===== src/rtl/ps2_pkg.sv =====
// Shared PS/2 definitions: scan codes, host commands and the host-transmit state encoding.
package ps2_pkg;

    localparam logic [7:0] SC_RELEASE   = 8'hF0;
    localparam logic [7:0] SC_EXTEND    = 8'hE0;
    localparam logic [7:0] SC_KEY_A     = 8'h1C;
    localparam logic [7:0] SC_KEY_SPACE = 8'h29;
    localparam logic [7:0] SC_KEY_ENTER = 8'h5A;
    localparam logic [7:0] SC_KEY_ESC   = 8'h76;

    localparam logic [7:0] CMD_SET_LEDS = 8'hED;
    localparam logic [7:0] CMD_ENABLE   = 8'hF4;
    localparam logic [7:0] CMD_RESET    = 8'hFF;

    typedef enum logic [2:0] {
        ST_IDLE      = 3'd0,
        ST_INHIBIT   = 3'd1,
        ST_RTS       = 3'd2,
        ST_SHIFT     = 3'd3,
        ST_ACK       = 3'd4,
        ST_WAIT_IDLE = 3'd5
    } ps2_state_t;

    // PS/2 frames carry odd parity: the parity bit makes the total count of ones odd.
    function automatic logic odd_parity(input logic [7:0] d);
        return ~^d;
    endfunction

endpackage


===== src/rtl/ps2_line_filter.sv =====
// PS/2 line conditioner: 2-FF synchronizer, 4-sample glitch filter and falling-edge strobe.
module ps2_line_filter (
    input  logic clk,
    input  logic rst,
    input  logic line,
    output logic filt,
    output logic fall
);

    logic       sync1_r;
    logic       sync2_r;
    logic [3:0] hist_r;
    logic       filt_r;
    logic       fall_r;

    // Synchronize, keep a 4-deep sample history and move the level only on a unanimous history.
    always_ff @(posedge clk or posedge rst) begin
        if (rst) begin
            sync1_r <= 1'b1;
            sync2_r <= 1'b1;
            hist_r  <= 4'b1111;
            filt_r  <= 1'b1;
            fall_r  <= 1'b0;
        end else begin
            sync1_r <= line;
            sync2_r <= sync1_r;
            hist_r  <= {hist_r[2:0], sync2_r};
            if (hist_r == 4'b1111) begin
                filt_r <= 1'b1;
            end else if (hist_r == 4'b0000) begin
                filt_r <= 1'b0;
            end else begin
                filt_r <= filt_r;
            end
            fall_r <= filt_r & (hist_r == 4'b0000);
        end
    end

    assign filt = filt_r;
    assign fall = fall_r;

endmodule


===== src/rtl/ps2_tx.sv =====
// PS/2 host-to-device transmitter: inhibit, request-to-send, 11-bit frame shifted on device clock edges.
module ps2_tx
    import ps2_pkg::*;
#(
    parameter int INHIBIT_CYCLES = 5000,
    parameter int TIMEOUT_CYCLES = 750000
) (
    input  logic       clk,
    input  logic       rst,
    input  logic [7:0] tx_data,
    input  logic       tx_valid,
    output logic       tx_ready,
    input  logic       ps2_clk,
    input  logic       ps2_data,
    output logic       ps2_clk_oe,
    output logic       ps2_data_oe,
    output logic       done,
    output logic       ack_err,
    output logic       timeout
);

    localparam int IW = $clog2(INHIBIT_CYCLES + 1);
    localparam int TW = $clog2(TIMEOUT_CYCLES + 1);

    logic          clk_filt_s;
    logic          clk_fall_s;
    logic          dsync1_r;
    logic          dsync2_r;

    ps2_state_t    state_r,   state_n;
    logic [7:0]    data_r,    data_n;
    logic          parity_r,  parity_n;
    logic [3:0]    bit_cnt_r, bit_cnt_n;
    logic [IW-1:0] inh_cnt_r, inh_cnt_n;
    logic [TW-1:0] to_cnt_r,  to_cnt_n;
    logic          clk_oe_r,  clk_oe_n;
    logic          data_oe_r, data_oe_n;
    logic          done_r,    done_n;
    logic          ack_err_r, ack_err_n;
    logic          timeout_r, timeout_n;
    logic          tx_ready_r;

    ps2_line_filter u_clk_filter (
        .clk  (clk),
        .rst  (rst),
        .line (ps2_clk),
        .filt (clk_filt_s),
        .fall (clk_fall_s)
    );

    // Data line only needs metastability protection; it is sampled at filtered clock edges.
    always_ff @(posedge clk or posedge rst) begin
        if (rst) begin
            dsync1_r <= 1'b1;
            dsync2_r <= 1'b1;
        end else begin
            dsync1_r <= ps2_data;
            dsync2_r <= dsync1_r;
        end
    end

    // Next-state and next-output logic; outputs are registered from these values.
    always_comb begin
        state_n   = state_r;
        data_n    = data_r;
        parity_n  = parity_r;
        bit_cnt_n = bit_cnt_r;
        inh_cnt_n = inh_cnt_r;
        to_cnt_n  = to_cnt_r;
        clk_oe_n  = clk_oe_r;
        data_oe_n = data_oe_r;
        done_n    = 1'b0;
        ack_err_n = 1'b0;
        timeout_n = 1'b0;
        case (state_r)
            ST_IDLE: begin
                clk_oe_n  = 1'b0;
                data_oe_n = 1'b0;
                if (tx_valid) begin
                    data_n    = tx_data;
                    parity_n  = odd_parity(tx_data);
                    bit_cnt_n = 4'd0;
                    inh_cnt_n = '0;
                    clk_oe_n  = 1'b1;
                    state_n   = ST_INHIBIT;
                end else begin
                    state_n   = ST_IDLE;
                end
            end
            ST_INHIBIT: begin
                clk_oe_n  = 1'b1;
                data_oe_n = 1'b0;
                if (inh_cnt_r == IW'(INHIBIT_CYCLES - 1)) begin
                    clk_oe_n  = 1'b0;
                    data_oe_n = 1'b1;
                    to_cnt_n  = '0;
                    state_n   = ST_RTS;
                end else begin
                    inh_cnt_n = inh_cnt_r + IW'(1);
                end
            end
            ST_RTS, ST_SHIFT, ST_ACK: begin
                clk_oe_n = 1'b0;
                if (clk_fall_s) begin
                    to_cnt_n = '0;
                    case (state_r)
                        ST_RTS: begin
                            // First device edge: the device has latched the start bit.
                            data_oe_n = ~data_r[0];
                            bit_cnt_n = 4'd1;
                            state_n   = ST_SHIFT;
                        end
                        ST_SHIFT: begin
                            if (bit_cnt_r < 4'd8) begin
                                data_oe_n = ~data_r[bit_cnt_r[2:0]];
                                bit_cnt_n = bit_cnt_r + 4'd1;
                            end else if (bit_cnt_r == 4'd8) begin
                                data_oe_n = ~parity_r;
                                bit_cnt_n = 4'd9;
                            end else begin
                                data_oe_n = 1'b0;
                                state_n   = ST_ACK;
                            end
                        end
                        ST_ACK: begin
                            data_oe_n = 1'b0;
                            if (dsync2_r == 1'b0) begin
                                done_n = 1'b1;
                            end else begin
                                ack_err_n = 1'b1;
                            end
                            state_n = ST_WAIT_IDLE;
                        end
                        default: begin
                            data_oe_n = 1'b0;
                            state_n   = ST_IDLE;
                        end
                    endcase
                end else if (to_cnt_r == TW'(TIMEOUT_CYCLES - 1)) begin
                    timeout_n = 1'b1;
                    data_oe_n = 1'b0;
                    state_n   = ST_IDLE;
                end else begin
                    to_cnt_n = to_cnt_r + TW'(1);
                end
            end
            ST_WAIT_IDLE: begin
                clk_oe_n  = 1'b0;
                data_oe_n = 1'b0;
                if (clk_filt_s && dsync2_r) begin
                    state_n = ST_IDLE;
                end else begin
                    state_n = ST_WAIT_IDLE;
                end
            end
            default: begin
                clk_oe_n  = 1'b0;
                data_oe_n = 1'b0;
                state_n   = ST_IDLE;
            end
        endcase
    end

    // State, datapath and registered outputs.
    always_ff @(posedge clk or posedge rst) begin
        if (rst) begin
            state_r    <= ST_IDLE;
            data_r     <= 8'h00;
            parity_r   <= 1'b0;
            bit_cnt_r  <= 4'd0;
            inh_cnt_r  <= '0;
            to_cnt_r   <= '0;
            clk_oe_r   <= 1'b0;
            data_oe_r  <= 1'b0;
            done_r     <= 1'b0;
            ack_err_r  <= 1'b0;
            timeout_r  <= 1'b0;
            tx_ready_r <= 1'b1;
        end else begin
            state_r    <= state_n;
            data_r     <= data_n;
            parity_r   <= parity_n;
            bit_cnt_r  <= bit_cnt_n;
            inh_cnt_r  <= inh_cnt_n;
            to_cnt_r   <= to_cnt_n;
            clk_oe_r   <= clk_oe_n;
            data_oe_r  <= data_oe_n;
            done_r     <= done_n;
            ack_err_r  <= ack_err_n;
            timeout_r  <= timeout_n;
            tx_ready_r <= (state_n == ST_IDLE);
        end
    end

    assign tx_ready    = tx_ready_r;
    assign ps2_clk_oe  = clk_oe_r;
    assign ps2_data_oe = data_oe_r;
    assign done        = done_r;
    assign ack_err     = ack_err_r;
    assign timeout     = timeout_r;

endmodule


===== config.mk =====
export PLATFORM = sky130hd
export DESIGN_NAME = ps2_tx
export DESIGN_NICKNAME = d
export VERILOG_FILES = /design/src/rtl/ps2_pkg.sv /design/src/rtl/ps2_line_filter.sv /design/src/rtl/ps2_tx.sv
export SDC_FILE = /design/constraint.sdc
export NUM_CORES = 1
export LEC_CHECK = 0
export BUFFER_PORTS_ARGS = -buffer_cell sky130_fd_sc_hd__buf_4
export CAP_MARGIN = 30
export CORE_ASPECT_RATIO = 1.1
export CORE_MARGIN = 4
export CORE_UTILIZATION = 55
export CTS_BUF_LIST = sky130_fd_sc_hd__clkbuf_2
export CTS_CLUSTER_DIAMETER = 50
export DETAILED_ROUTE_END_ITERATION = 6
export PLACE_DENSITY_LB_ADDON = 0.05
export REMOVE_ABC_BUFFERS = 1
export SYNTH_ARGS = -nofsm -noshare
export SYNTH_HDL_FRONTEND = slang
export SYNTH_SLANG_ARGS = --single-unit

===== constraint.sdc =====
create_clock -name clk -period 4.5 [get_ports clk]
set_clock_uncertainty 0.05 [all_clocks]
set_input_delay 0.225 -clock clk [delete_from_list [all_inputs] [get_ports clk]]
set_output_delay 0.225 -clock clk [all_outputs]
set_load 0.05 [all_outputs]

Word-level counts from Yosys, hierarchy flattened
Index checks and enable logic that the tools add are counted.
- input port bits: 13
- bits in registers: 65
- output and inout port bits: 6
- bitwise operators: 4
- add/subtract/negate cells: 3
- reduce and logical (&&, ||, !) cells: 14
- equality and inequality tests: 17
- magnitude comparators: 2
- muxes and demuxes: 47
- operators by type and width (operator ; number):
    20-bit 2-to-1 mux ; 3
    20-bit one-hot mux with 2 select lines ; 1
    13-bit 2-to-1 mux ; 2
    13-bit one-hot mux with 2 select lines ; 1
    1-bit 2-to-1 mux ; 22
    20-bit by 1-bit adder with 20-bit output (second input constant) ; 1
    20-bit equality test (second input constant) ; 1
    3-bit 2-to-1 mux ; 6
    4-bit 2-to-1 mux ; 4
    4-bit one-hot mux with 2 select lines ; 2
    13-bit by 1-bit adder with 13-bit output (second input constant) ; 1
    13-bit equality test (second input constant) ; 1
    3-bit one-hot mux with 4 select lines ; 1
    3-bit one-hot mux with 3 select lines ; 1
    4-bit equality test (second input constant) ; 2
    2-bit nonzero test ; 4
    8-bit XNOR reduction ; 1
    3-bit by 2-bit equality test with 1-bit output (second input constant) ; 2
    3-bit equality test (second input constant) ; 2
    3-bit zero test ; 2
    2-bit inequality test (second input constant) ; 3
    3-bit by 2-bit inequality test with 1-bit output (second input constant) ; 2
    1-bit one-hot mux with 2 select lines ; 3
    3-bit AND reduction ; 2
    15 further kinds ; 17

Depth between registers and ports, before layout
Gate-level depths: netlist (run 1).
- word-level depth: 7
- gate-level depth with buffers: 8
- depth with buffers taken out: 7

Cells and area by module
Synthesis (run 1) repeated with hierarchy kept, for this count alone.
- cells, all modules: 322
- area, all modules: 3378.2 µm²
- by module, submodules not included (module ; seq. area each (µm²) ; area each (µm²) ; instances ; cells an instance):
    ps2_tx ; 1430.1 ; 3126.7 ; 1 ; 308
    ps2_line_filter ; 209.0 ; 251.5 ; 1 ; 14

Worst setup path before layout (run 1)
No wires, ideal clock.
- path kind: register to register
- start point: register inh_cnt_r[0]
- end point: register to_cnt_r[2]
- stages on the path, launching flop included: 7
- clock period less this slack: 2.021 ns
- library setup time: 0.130 ns
- slack: 2.479 ns
- path buffers: 1
- arrival: 1.842 ns
- path through: dfrtp_1 -> ha_1 -> or4bb_1 -> nor4_1 -> or2_2 -> buf_2 -> a21oi_1
- longest elaborated chain between the ends: 3
- RTL lines (item ; RTL line ; RTL):
    start, declared ; ps2_tx.sv:34 ; logic [IW-1:0] inh_cnt_r, inh_cnt_n;
    start signal, assigned ; ps2_tx.sv:184 ; inh_cnt_r <= inh_cnt_n;
    13-bit equality test ; ps2_tx.sv:93 ; if (inh_cnt_r == IW'(INHIBIT_CYCLES - 1)) begin
    2-bit inequality test (no source line) ; -- ;
    3-bit AND reduction (no source line) ; -- ;
    end signal, assigned ; ps2_tx.sv:185 ; to_cnt_r <= to_cnt_n;
    end, declared ; ps2_tx.sv:35 ; logic [TW-1:0] to_cnt_r, to_cnt_n;
No other way between the ends.
A chain may end at the register's enable or synchronous reset.

Worst setup path in the final report (run 1)
- start point: register state_r[0]
- end point: register to_cnt_r[10]
- longest elaborated chain between the ends: 4
- RTL lines (item ; RTL line ; RTL):
    start, declared ; ps2_tx.sv:30 ; ps2_state_t state_r, state_n;
    start signal, assigned ; ps2_tx.sv:180 ; state_r <= state_n;
    3-bit by 2-bit equality test with 1-bit output / 3-bit equality test (equally long branches) ; ps2_tx.sv:75 ; case (state_r)
    3-bit OR reduction ; ps2_tx.sv:75 ;
    3-bit by 2-bit inequality test with 1-bit output (no source line) / 2-bit nonzero test (equally long branches) ; -- ;
    3-bit AND reduction (no source line) ; -- ;
Several ways; a longest one is shown, not always the timed one.

==> results of run 1 <==
==> flip-flops by register name (all words and copies together), names as in the netlist, 3 cells and up <==
name and flops:
to_cnt_r 20, inh_cnt_r 13, data_r 8, bit_cnt_r 4
u_clk_filter.hist_r 4, state_r 3
==> layout make-up <==
class / count / share of cell area, %
Clock buffer: 9 / 1.16
Clock inverter: 7 / 3.27
Inverter: 10 / 0.970
Multi-Input combinational cell: 268 / 43.0
Sequential cell: 65 / 42.4
Tap cell: 77 / 2.49
Timing Repair Buffer: 31 / 6.73
==> synthesized netlist by cell type, types with 6 or more instances <==
library cell / n
and3_1: 11
xor2_1: 7
nor2_1: 31
o21ai_1: 10
inv_1: 10
xnor2_1: 14
clkbuf_1: 6
nor4_1: 6
nand4_1: 6
o31ai_1: 6
nand2_1: 48
a21oi_1: 14
o21ai_0: 17
dfstp_2: 10
nand3_1: 18
dfrtp_1: 55
==> through the flow <==
| stage | util, % | power (W) | setup slack, ns | area [um^2] |
|---|---|---|---|---|
| finish | 65.8 | 0.00129 | 1.85 | 3870 |
| global route | 65.8 | 0.00136 | 1.65 | 3870 |
| CTS | 65.8 | 0.00130 | 1.82 | 3870 |
| detailed placement | 61.0 | 0.000815 | 1.88 | 3590 |
| global placement | 61.0 | 0.000811 | 1.98 | 3590 |
| floorplan | - | 0.000774 | 2.35 | 3340 |
==> metal layers <==
metal,wire length (um),vias to the layer above
met5,0,-
met4,112,0
met3,273,10
met2,3520,66
met1,3300,1345
li1,-,1355
==> power groups by stage <==
stage          Sequential (W)  Combinational [W]  Clock (W)
2_1_floorplan        0.000678          0.0000955          0
3_3_place_gp         0.000690           0.000121          0
3_5_place_dp         0.000691           0.000124          0
4_1_cts              0.000681           0.000133   0.000490
5_1_grt              0.000691           0.000148   0.000525
6_report             0.000682           0.000131   0.000480
==> worst max path at each step <==
stage | start | endpoint | slack [ns] | cells after the start
floorplan | state_r[0] | to_cnt_r[10] | 2.35 | 5
global placement | state_r[0] | to_cnt_r[11] | 1.98 | 5
detailed placement | state_r[0] | to_cnt_r[10] | 1.88 | 5
CTS | state_r[0] | to_cnt_r[10] | 1.82 | 5
global route | state_r[0] | to_cnt_r[10] | 1.65 | 5
finish | state_r[0] | to_cnt_r[10] | 1.85 | 5
==> cell families (layout without fill, tap and decap cells) <==
family,Yosys count,count (layout),share of synthesized area [%]
AO/OA/AOI/OAI,73,73,13.3
XOR/XNOR,21,21,5.43
adder cells (fa/ha/maj),4,4,1.48
buffers and inverters,21,57,2.47
flip-flops,65,65,48.4
multiplexers,2,2,1.33
AND/OR/NAND/NOR,168,168,27.6
==> critical path: stages (launching register included) <==
cell	delay [ns]
dfrtp_1	0.82
nor3b_2	0.16
o21ai_1	0.69
nor3_2	0.22
or4_1	0.51
a21oi_1	0.16
==> layout by cell type, fill, tap and decap left out, types with 2 or more instances in the layout <==
master / synthesis / routed
nand2b_1: 3 / 3
nor3_1: 4 / 4
a31oi_1: 5 / 5
or4b_1: 2 / 2
inv_1: 10 / 9
a41oi_1: 2 / 2
o21ai_0: 17 / 17
nor3b_1: 3 / 3
dfstp_2: 10 / 10
and2_1: 3 / 3
bufinv_16: 0 / 3
ha_1: 4 / 4
a211o_1: 2 / 2
or3_1: 3 / 3
nor2_1: 31 / 31
and4b_1: 2 / 2
nor2b_1: 3 / 3
or3b_2: 2 / 2
nor4_1: 6 / 6
nand3_1: 18 / 18
o21ai_1: 10 / 10
dfrtp_1: 55 / 55
o211ai_1: 2 / 2
mux4_2: 2 / 2
or4_1: 5 / 5
xor2_1: 7 / 7
nand4_1: 6 / 6
and3_1: 11 / 11
a211oi_1: 5 / 5
buf_4: 0 / 20
a21o_1: 4 / 4
nand4b_1: 3 / 3
nand2_1: 48 / 48
and4_1: 3 / 3
clkbuf_2: 1 / 9
a21oi_1: 14 / 14
xnor2_1: 14 / 14
dlygate4sd3_1: 0 / 11
o31ai_1: 6 / 6
==> results by group, run 1 <==
Clock tree
  • Post-CTS Setup Repair Bufs: 0
  • CTS sink cnt: 65
  • Hold Buf Count CTS: 11
  • Clock Path Buffers: 2
  • Worst-path clk slew: 0.22 ns
  • Clk root buf: clkbuf_2
  • CTS tree: done
  • CTS resizes: 0
  • Worst-Skew Late Latency: 0.49 ns
  • CTS buffer count: 9
  • H-tree Lvls: 3

Global routing
  • Largest net degree at the start of global routing: 66
  • Vias in the first global route: 2704
  • Met1 Use GR: 26.5%
  • Initial antenna violation count: 0
  • Grt met2 use: 34.2%
  • Total track usage: 20.6%
  • GRT met3 Usage: 4.56%
  • GRT busiest layer: met2
  • GR Overflow Total: 0
  • First-pass GRT wire length: 12600 um

Die
  • Die height: 90.3 um
  • Rows: 29
  • Die Width: 82.8 um
  • Core ar.: 5880 um^2
  • DIE AREA: 7480 um^2
  • Initial Util: 57.6%
  • # IOs: 19

Timing
  • Setup Total Neg Slack: 0 ns
  • Period utilization: 58.9%
  • Final Hold Viols: 0
  • Final slew viol count: 0
  • Hold WS: 0.215 ns
  • Fmax: 0.377 GHz
  • Final min period: 2.65 ns
  • RSZ-0062 raised after global routing: false
  • Worst-margin pin slew: 0.814 ns
  • Setup violators final: 0
  • Worst rel slew slack: 45.4%

Placement
  • Global placement routability congestion: 0.901
  • Post-DP HPWL: 4960 um
  • Cells after DPL: 440
  • # port buffers: 18

Cells and area
  • Layout cell share with drive strength beyond 1: 14.9%
  • Area growth, synth to finish: 14.2%
  • Final nets: 402
  • Final Non-Filler Cells: 467
  • Area of the multi-input gates: 1660 um^2
  • # diodes: 0
  • Register area: 1640 um^2
  • FILL cells: 497

Drt
  • Final Routed Wirelength: 7200 um
  • Initial DRT Pass Iterations: 5
  • Number of remaining DRC errors: 0
  • DR WL/cell: 15.4 um
  • Vias: 2776
  • Number of vias per cell: 5.94
  • Initial DRC count: 164
  • Antenna Violating Nets Remaining: 0

Pwr
  • Clock power share: 37.1%
  • Pint: 0.000948 W
  • Switch share: 26.7%
  • Switching Power: 0.000345 W
  • Gate power share: 10.1%
  • Register share of total power: 52.7%
  • Leakage power total: 1.69 nW
  • Pwr dens: 334 nW/um^2
  • Peak supply drop: 0.243 mV

Yosys
  • Top FF cell, synth: dfrtp_1
  • Synthesis-stage register bit count: 65
  • Yosys warns: 0
  • Register area share after synthesis: 48.4%
  • Cell taking the most area after synthesis: dfrtp_1
  • Mapped Area: 3390 um^2
  • EDFF count, synth: 0
  • Mean Syn Cell Area: 9.57 um^2
  • Async S/R FF share, synth: 100%
  • Distinct cells, synth: 57
  • Cell count after synthesis: 354
  • Top cell type's share of synthesized area: 40.6%
  • Ranking of synthesized cells by area: dfrtp_1 (41%), dfstp_2 (7.8%), nand2_1 (5.3%)

Min path
  • Worst hold path class: in2reg
  • Hold Path Depth: 3
  • Hold endpoint: parity_r
  • Hold Path Origin: tx_valid

Critical path
  • WS Path Type: reg2reg
  • CP arrival: 3.03 ns
  • Worst R2R Start: state_r[0]
  • R2r setup slk: 1.85 ns
  • Worst setup EP type: register
  • Critical-path maximum fanout: 23
  • R2r endpoint: to_cnt_r[10]
  • Startpoint types: register
  • Worst EP required: 4.88 ns
  • R2R cell count: 5

Outcome
  • Status: finished, final reports clean

Job
  • Max Cap Violations: 0
Note: power is estimated with default switching activity, not from simulation.
==> run 2: changes to the inputs <==
--- a/config.mk
+++ b/config.mk
@@ -5,6 +5,7 @@
 export SDC_FILE = /design/constraint.sdc
 export NUM_CORES = 1
 export LEC_CHECK = 0
+export ABC_AREA = 1
 export BUFFER_PORTS_ARGS = -buffer_cell sky130_fd_sc_hd__buf_4
 export CAP_MARGIN = 30
 export CORE_ASPECT_RATIO = 1.1
==> constraint.sdc (replaced) <==
create_clock -name clk -period 2.7 [get_ports clk]
set_clock_uncertainty 0.05 [all_clocks]
set_input_delay 0.135 -clock clk [delete_from_list [all_inputs] [get_ports clk]]
set_output_delay 0.135 -clock clk [all_outputs]
set_load 0.05 [all_outputs]
==> results by group, run 2 <==
Yosys
  • Mean Syn Cell Area: 7.48 um^2 (-22%)
  • Top cell type's share of synthesized area: 36.9% (-3.8 points)
  • Area fraction in compound gates after synthesis: 8.38% (-4.9 points)
  • EDFF count, synth: 0 (unchanged)
  • Top FF cell, synth: dfrtp_1
  • XOR/XNOR share of the synthesized area: 3.52% (-1.9 points)
  • Mapped Area: 3730 um^2 (+10%)
  • Synth Area in Adders: 1.34% (-0.14 points)
  • Synth Area in Simple Gates: 34.8% (+7.1 points)
  • Cell taking the most area after synthesis: dfrtp_1
  • Synthesis-stage register bit count: 65 (unchanged)
  • Most numerous cell in the Yosys netlist: nand2_1
  • Cell count after synthesis: 499 (+41%)
  • Register area share after synthesis: 43.9% (-4.5 points)
  • Ranking of synthesized cells by area: dfrtp_1 (37%), nand2_1 (14%), dfstp_2 (7.0%)
  • Distinct cells, synth: 34 (-40%)
  • Synth cell count leaders: nand2_1 (139), inv_1 (62), dfrtp_1 (55)
  • Main combinational cell family by area after synthesis: simple AND/OR/NAND/NOR gates
  • Async S/R FF share, synth: 100% (unchanged)
  • Mux cell area share after synthesis: 0% (-1.3 points)
  • Yosys warns: 0 (unchanged)

Clock tree
  • CTS tree: done
  • CTS sink cnt: 65 (unchanged)
  • H-tree Lvls: 3 (unchanged)
  • CTS buffer count: 9 (unchanged)
  • Worst-Skew Late Latency: 0.52 ns (+0.03 ns)
  • Clk root buf: clkbuf_2
  • Worst-path clk slew: 0.22 ns (about the same)
  • Clock Path Buffers: 2 (unchanged)
  • Post-CTS Setup Repair Bufs: 0 (unchanged)

Die
  • Die height: 94.4 um (+4.6%)
  • DIE AREA: 8170 um^2 (+9.3%)
  • # IOs: 19 (unchanged)
  • Die Width: 86.6 um (+4.5%)
  • Rows: 31 (+6.9%)
  • Initial Util: 56.6% (-1.0 points)
  • Core ar.: 6590 um^2 (+12%)

Timing
  • Setup Total Neg Slack: 0 ns (unchanged)
  • Setup violators final: 0 (unchanged)
  • Fmax: 0.510 GHz (+35%)
  • Final Hold Viols: 0 (unchanged)
  • RSZ-0062 raised after global routing: false
  • Hold WS: 0.0394 ns (-0.176 ns)
  • Period utilization: 72.7% (+14 points)
  • Final slew viol count: 0 (unchanged)
  • Worst rel slew slack: 60.0% (+15 points)
  • Final min period: 1.96 ns (-0.690 ns)
  • Worst-margin pin slew: 0.599 ns (-0.215 ns)

Cells and area
  • Fin area: 4200 um^2 (+8.5%)
  • Commonest cells after routing, fill and taps aside: nand2_1 (139), inv_1 (61), dfrtp_1 (55)
  • Final nets: 554 (+38%)
  • Layout cell share with drive strength beyond 1: 13.1% (-1.8 points)
  • Reg with most FFs: to_cnt_r
  • Max reg flops: 20 (unchanged)
  • FILL cells: 605 (+22%)
  • # diodes: 0 (unchanged)
  • Fin util: 63.6% (-2.2 points)
  • Commonest non-fill, non-tap cell in the layout: nand2_1
  • Final Non-Filler Cells: 624 (+34%)
  • Area growth, synth to finish: 12.4%
  • Regs by FF count: to_cnt_r (20), inh_cnt_r (13), data_r (8)

Drt
  • DR WL/cell: 13.9 um (-10%)
  • Final Routed Wirelength: 8650 um (+20%)
  • Vias: 3351 (+21%)
  • Initial DRC count: 124 (-24%)
  • Number of vias per cell: 5.37 (-9.7%)
  • Initial DRT Pass Iterations: 4 (-1)
  • Antenna Violating Nets Remaining: 0 (unchanged)
  • Number of remaining DRC errors: 0 (unchanged)

Outcome
  • Status: finished, final reports clean

Global routing
  • Total track usage: 23.6% (+3.0 points)
  • First-pass GRT wire length: 15100 um (+20%)
  • Initial antenna violation count: 0 (unchanged)
  • Largest net degree at the start of global routing: 29 (-56%)
  • Vias in the first global route: 3372 (+25%)
  • GR Overflow Total: 0 (unchanged)

Critical path
  • CP cell instances: inv_1, ha_1, a21oi_1, nand2_1, nand2_1, inv_1, nor2_1, nand2_1, nor2_1, nand2_1, nor2_1
  • Worst setup path endpoint: tx_ready
  • R2r endpoint: tx_ready
  • CP Depth: 11 (+6)
  • Top delay family on crit path: simple AND/OR/NAND/NOR gates
  • Top cell by count, worst path: nand2_1
  • CP startpoint: bit_cnt_r[0]
  • R2R cell count: 11 (+6)
  • Slowest stage cell, crit path: dfrtp_1
  • Startpoint types: register
  • Max incr delay on CP: 0.52 ns (-0.30 ns)
  • CP Buf/Inv Count: 2 (+2)
  • CP arrival: 2.36 ns (-0.67 ns)
  • R2r setup slk: 0.74 ns (-1.11 ns)
  • Critical-path maximum fanout: 7 (-70%)
  • Worst R2R Start: bit_cnt_r[0]
  • WS Path Type: reg2reg
  • Worst EP required: 3.10 ns (-1.78 ns)
  • Worst setup EP type: register

Placement
  • # port buffers: 18 (unchanged)
  • DP Area: 3950 um^2 (+10%)
  • Global placement routability congestion: 0.970 (+7.6%)
  • Post-DP HPWL: 6130 um (+24%)
  • Cells after DPL: 596 (+35%)

Pwr
  • Pwr dens: 412 nW/um^2 (+23%)
  • Peak supply drop: 0.308 mV (+27%)
  • Leakage power total: 1.94 nW (+15%)

Min path
  • Worst hold path class: in2async

Job
  • Max Cap Violations: 0 (unchanged)
-- run 2: tightest hold or removal path: stages --
cell           delay (ns)
dlygate4sd3_1        0.54
buf_4                0.13
inv_2                0.25
-- run 2: cells by family after synthesis --
family                     Yosys count
AOI/OAI and AO/OA                   56
adders and majority gates            4
and+or+nand+nor                    284
xor gates and xnor gates            15
buffers and inverters               75
DFF                                 65
-- run 2: where the power goes --
| part | total, W | internal [W] | switching (W) |
|---|---|---|---|
| registers | 0.00101 | 0.00100 | 0.00000886 |
| clock network | 0.000621 | 0.000222 | 0.000400 |
| logic | 0.0000952 | 0.0000437 | 0.0000515 |
-- run 2: per-stage QoR --
step	setup WS [ns]	power [W]
after CTS	0.728	0.00175
after global placement	0.799	0.00111
after detailed placement	0.791	0.00111
final	0.738	0.00173
after floorplan	0.905	0.00107
after global routing	0.458	0.00181
-- run 2: how the worst min path moves through the flow --
stage                         from           end  slack (ns)  depth (start not counted)
after floorplan           ps2_data      dsync1_r        0.09                          0
after global placement         rst   to_cnt_r[5]        0.07                          2
after detailed placement       rst   to_cnt_r[5]        0.07                          2
after CTS                      rst   to_cnt_r[9]       0.007                          3
after global routing           rst  to_cnt_r[11]        0.03                          3
final                          rst   to_cnt_r[5]        0.04                          3
-- run 2: layer usage --
layer | wire (um) | vias up | global-route usage [%]
met2 | 4320 | 77 | 39.9
met4 | 244 | 0 | 13.2
met1 | 3780 | 1555 | 28.4
met5 | 0 | - | 0
met3 | 303 | 23 | 4.01
li1 | - | 1696 | -
-- run 2: cell type report --
| cell class | instances | area [um^2] | area share [%] |
|---|---|---|---|
| Multi-Input combinational cell | 359 | 1790 | 42.7 |
| Sequential cell | 65 | 1640 | 39.1 |
| Timing Repair Buffer | 34 | 285 | 6.80 |
| Inverter | 68 | 255 | 6.08 |
| Tap cell | 82 | 103 | 2.44 |
| Clock inverter | 7 | 77.6 | 1.85 |
| Clock buffer | 9 | 45.0 | 1.07 |
-- run 2: repair_timing --
| item | in CTS | in global routing |
|---|---|---|
| hold buffers | 12 | 0 |
| endpoints found under the hold margin | 66 | 0 |
| resized for setup | 0 | 0 |
==> run 3: changes to the inputs <==
==> constraint.sdc (replaced) <==
create_clock -name clk -period 1.59 [get_ports clk]
set_clock_uncertainty 0.05 [all_clocks]
set_input_delay 0.0795 -clock clk [delete_from_list [all_inputs] [get_ports clk]]
set_output_delay 0.0795 -clock clk [all_outputs]
set_load 0.05 [all_outputs]
==> results by group, run 3 (synthesized netlist as in run 2, its figures left out) <==
Outcome
  • Status: complete, but fails checks
  • Failing checks: negative setup slack

Timing
  • Final slew viol count: 0 (unchanged)
  • Period utilization: 103% (+31 points)
  • Setup violators final: 10 (+10)
  • Final Hold Viols: 0 (unchanged)
  • RSZ-0062 raised after global routing: true
  • Fmax: 0.609 GHz (+19%)
  • Worst rel slew slack: 77.1% (+17 points)
  • Hold WS: 0.0705 ns (+0.0312 ns)
  • Fin worst setup slack: -0.0533 ns (-0.791 ns)
  • Worst-margin pin slew: 0.341 ns (-0.258 ns)
  • Final min period: 1.64 ns (-0.319 ns)

Min path
  • Worst hold path class: in2async

Placement
  • Post-DP HPWL: 6900 um (+13%)
  • Cells after DPL: 661 (+11%)
  • DP Area: 4480 um^2 (+13%)
  • # port buffers: 18 (unchanged)
  • Global placement routability congestion: 0.950 (-2.0%)

Global routing
  • Total track usage: 25.9% (+2.3 points)
  • Grt met2 use: 44.8% (+5.0 points)
  • GRT busiest layer: met2
  • Largest net degree at the start of global routing: 39 (+34%)
  • First-pass GRT wire length: 16500 um (+8.9%)
  • GRT met3 Usage: 3.84% (-0.17 points)
  • Vias in the first global route: 3650 (+8.2%)
  • Initial antenna violation count: 0 (unchanged)
  • Met1 Use GR: 31.8% (+3.4 points)
  • GR Overflow Total: 0 (unchanged)

Drt
  • Vias: 3877 (+16%)
  • Initial DRC count: 206 (+66%)
  • DR WL/cell: 15.3 um (+10%)
  • Number of vias per cell: 5.46 (+1.7%)
  • Initial DRT Pass Iterations: 4 (unchanged)
  • Number of remaining DRC errors: 0 (unchanged)
  • Final Routed Wirelength: 10900 um (+26%)
  • Antenna Violating Nets Remaining: 0 (unchanged)

Cells and area
  • Regs by FF count: to_cnt_r (20), inh_cnt_r (13), data_r (8)
  • Max reg flops: 20 (unchanged)
  • Layout cell share with drive strength beyond 1: 37.4% (+24 points)
  • Commonest cells after routing, fill and taps aside: nand2_1 (117), buf_4 (91), inv_1 (52), dfrtp_1 (52), nand3_1 (33)
  • Fin util: 80.2% (+17 points)
  • # diodes: 0 (unchanged)
  • Fin area: 5290 um^2 (+26%)
  • Final Non-Filler Cells: 710 (+14%)
  • Reg with most FFs: to_cnt_r
  • Commonest non-fill, non-tap cell in the layout: nand2_1
  • Final nets: 640 (+16%)
  • Area growth, synth to finish: 41.6%

Critical path
  • R2R cell count: 9 (-2)
  • Worst R2R Start: to_cnt_r[4]
  • Top delay family on crit path: simple AND/OR/NAND/NOR gates
  • R2r endpoint: to_cnt_r[17]
  • Worst setup EP type: register
  • Max incr delay on CP: 0.45 ns (-0.07 ns)
  • R2r setup slk: -0.05 ns (-0.79 ns)
  • Startpoint types: register
  • Worst setup path endpoint: to_cnt_r[17]
  • Top cell by count, worst path: nor2_4
  • CP startpoint: to_cnt_r[4]
  • Worst EP required: 1.98 ns (-1.12 ns)
  • CP cell instances: inv_2, nand4_1, nor2_4, nand3_4, nor2_8, nor2_4, buf_12, nand3_1, nand2_1
  • CP Depth: 9 (-2)
  • CP Buf/Inv Count: 2 (unchanged)
  • Critical-path maximum fanout: 15 (+8)
  • CP arrival: 2.03 ns (-0.33 ns)
  • Slowest stage cell, crit path: dfrtp_1
  • WS Path Type: reg2reg

Clock tree
  • CTS tree: done
  • Worst-path clk slew: 0.21 ns (about the same)
  • Worst-Skew Late Latency: 0.52 ns (about the same)
  • CTS sink cnt: 65 (unchanged)
  • CTS buffer count: 9 (unchanged)
  • Clk root buf: clkbuf_2
  • Clock Path Buffers: 2 (unchanged)
  • H-tree Lvls: 3 (unchanged)

Die
  • # IOs: 19 (unchanged)
  • Die height: 94.4 um (unchanged)
  • Initial Util: 56.6% (unchanged)
  • Core ar.: 6590 um^2 (unchanged)
  • Rows: 31 (unchanged)
  • Die Width: 86.6 um (unchanged)
  • DIE AREA: 8170 um^2 (unchanged)

Pwr
  • Total power: 0.00276 W (+60%)
  • Peak supply drop: 0.380 mV (+23%)
  • Leakage power total: 2.50 nW (+29%)
  • Pwr dens: 522 nW/um^2 (+27%)

Job
  • Max Cap Violations: 0 (unchanged)
==> run 3: cell count changes in the layout (fill, tap and decap cells not counted), sizes merged <==
| cell | change |
|---|---|
| bufinv | -1 |
| clkinv | +3 |
| buf | +82 |
| clkinvlp | -1 |
| clkbuf | +1 |
| nand2 | +2 |
==> run 3: repair_timing <==
item	in CTS	in global routing
hold endpoints to repair	76	0
resized for setup	16	119
hold buffers	12	0
cloned	0	6
endpoints found under the setup margin	26	48
setup buffers	3	13
pin swaps	6	23
==> run 3: where the power goes <==
part / switching, W / leakage (nW) / total [W] / internal, W
Clock: 0.000664 / 0.0639 / 0.000872 / 0.000207
Sequential: 0.0000140 / 0.808 / 0.00172 / 0.00170
Combinational: 0.0000923 / 1.63 / 0.000175 / 0.0000827
==> run 3: layout make-up <==
cell class	count	area, um^2
tap	82	103
multi-input combinational	361	2150
clock buffer	9	45.0
fill	454	1310
timing repair buffer	117	1010
timing repair inverter	1	8.76
inverter	68	280
sequential	65	1640
clock inverter	7	45.0
==> run 3: how the worst min path moves through the flow <==
stage,startpoint,end
finish,rst,to_cnt_r[14]
global placement,rst,to_cnt_r[12]
CTS,rst,to_cnt_r[14]
detailed placement,rst,to_cnt_r[14]
floorplan,ps2_data,dsync1_r
global route,rst,to_cnt_r[15]
==> run 3: layer usage <==
layer	vias to the layer above	wire length [um]
met1	1845	4270
met4	0	446
li1	1883	-
met2	107	5740
met3	42	400
met5	-	0
==> run 3: metrics by stage <==
stage | setup WS, ns | setup TNS, ns
global route | -0.163 | -3.07
finish | -0.0533 | -0.277
CTS | -0.0149 | -0.0149
global placement | -0.0407 | -0.491
floorplan | -0.149 | -8.92
detailed placement | -0.112 | -1.13
==> run 3: worst reg2reg max path, delay by kind of cell, from the launching register on <==
| family | cells | cell delay (ns) |
|---|---|---|
| buffers and inverters | 2 | 0.23 |
| DFF | 1 | 0.45 |
| and+or+nand+nor | 7 | 0.84 |
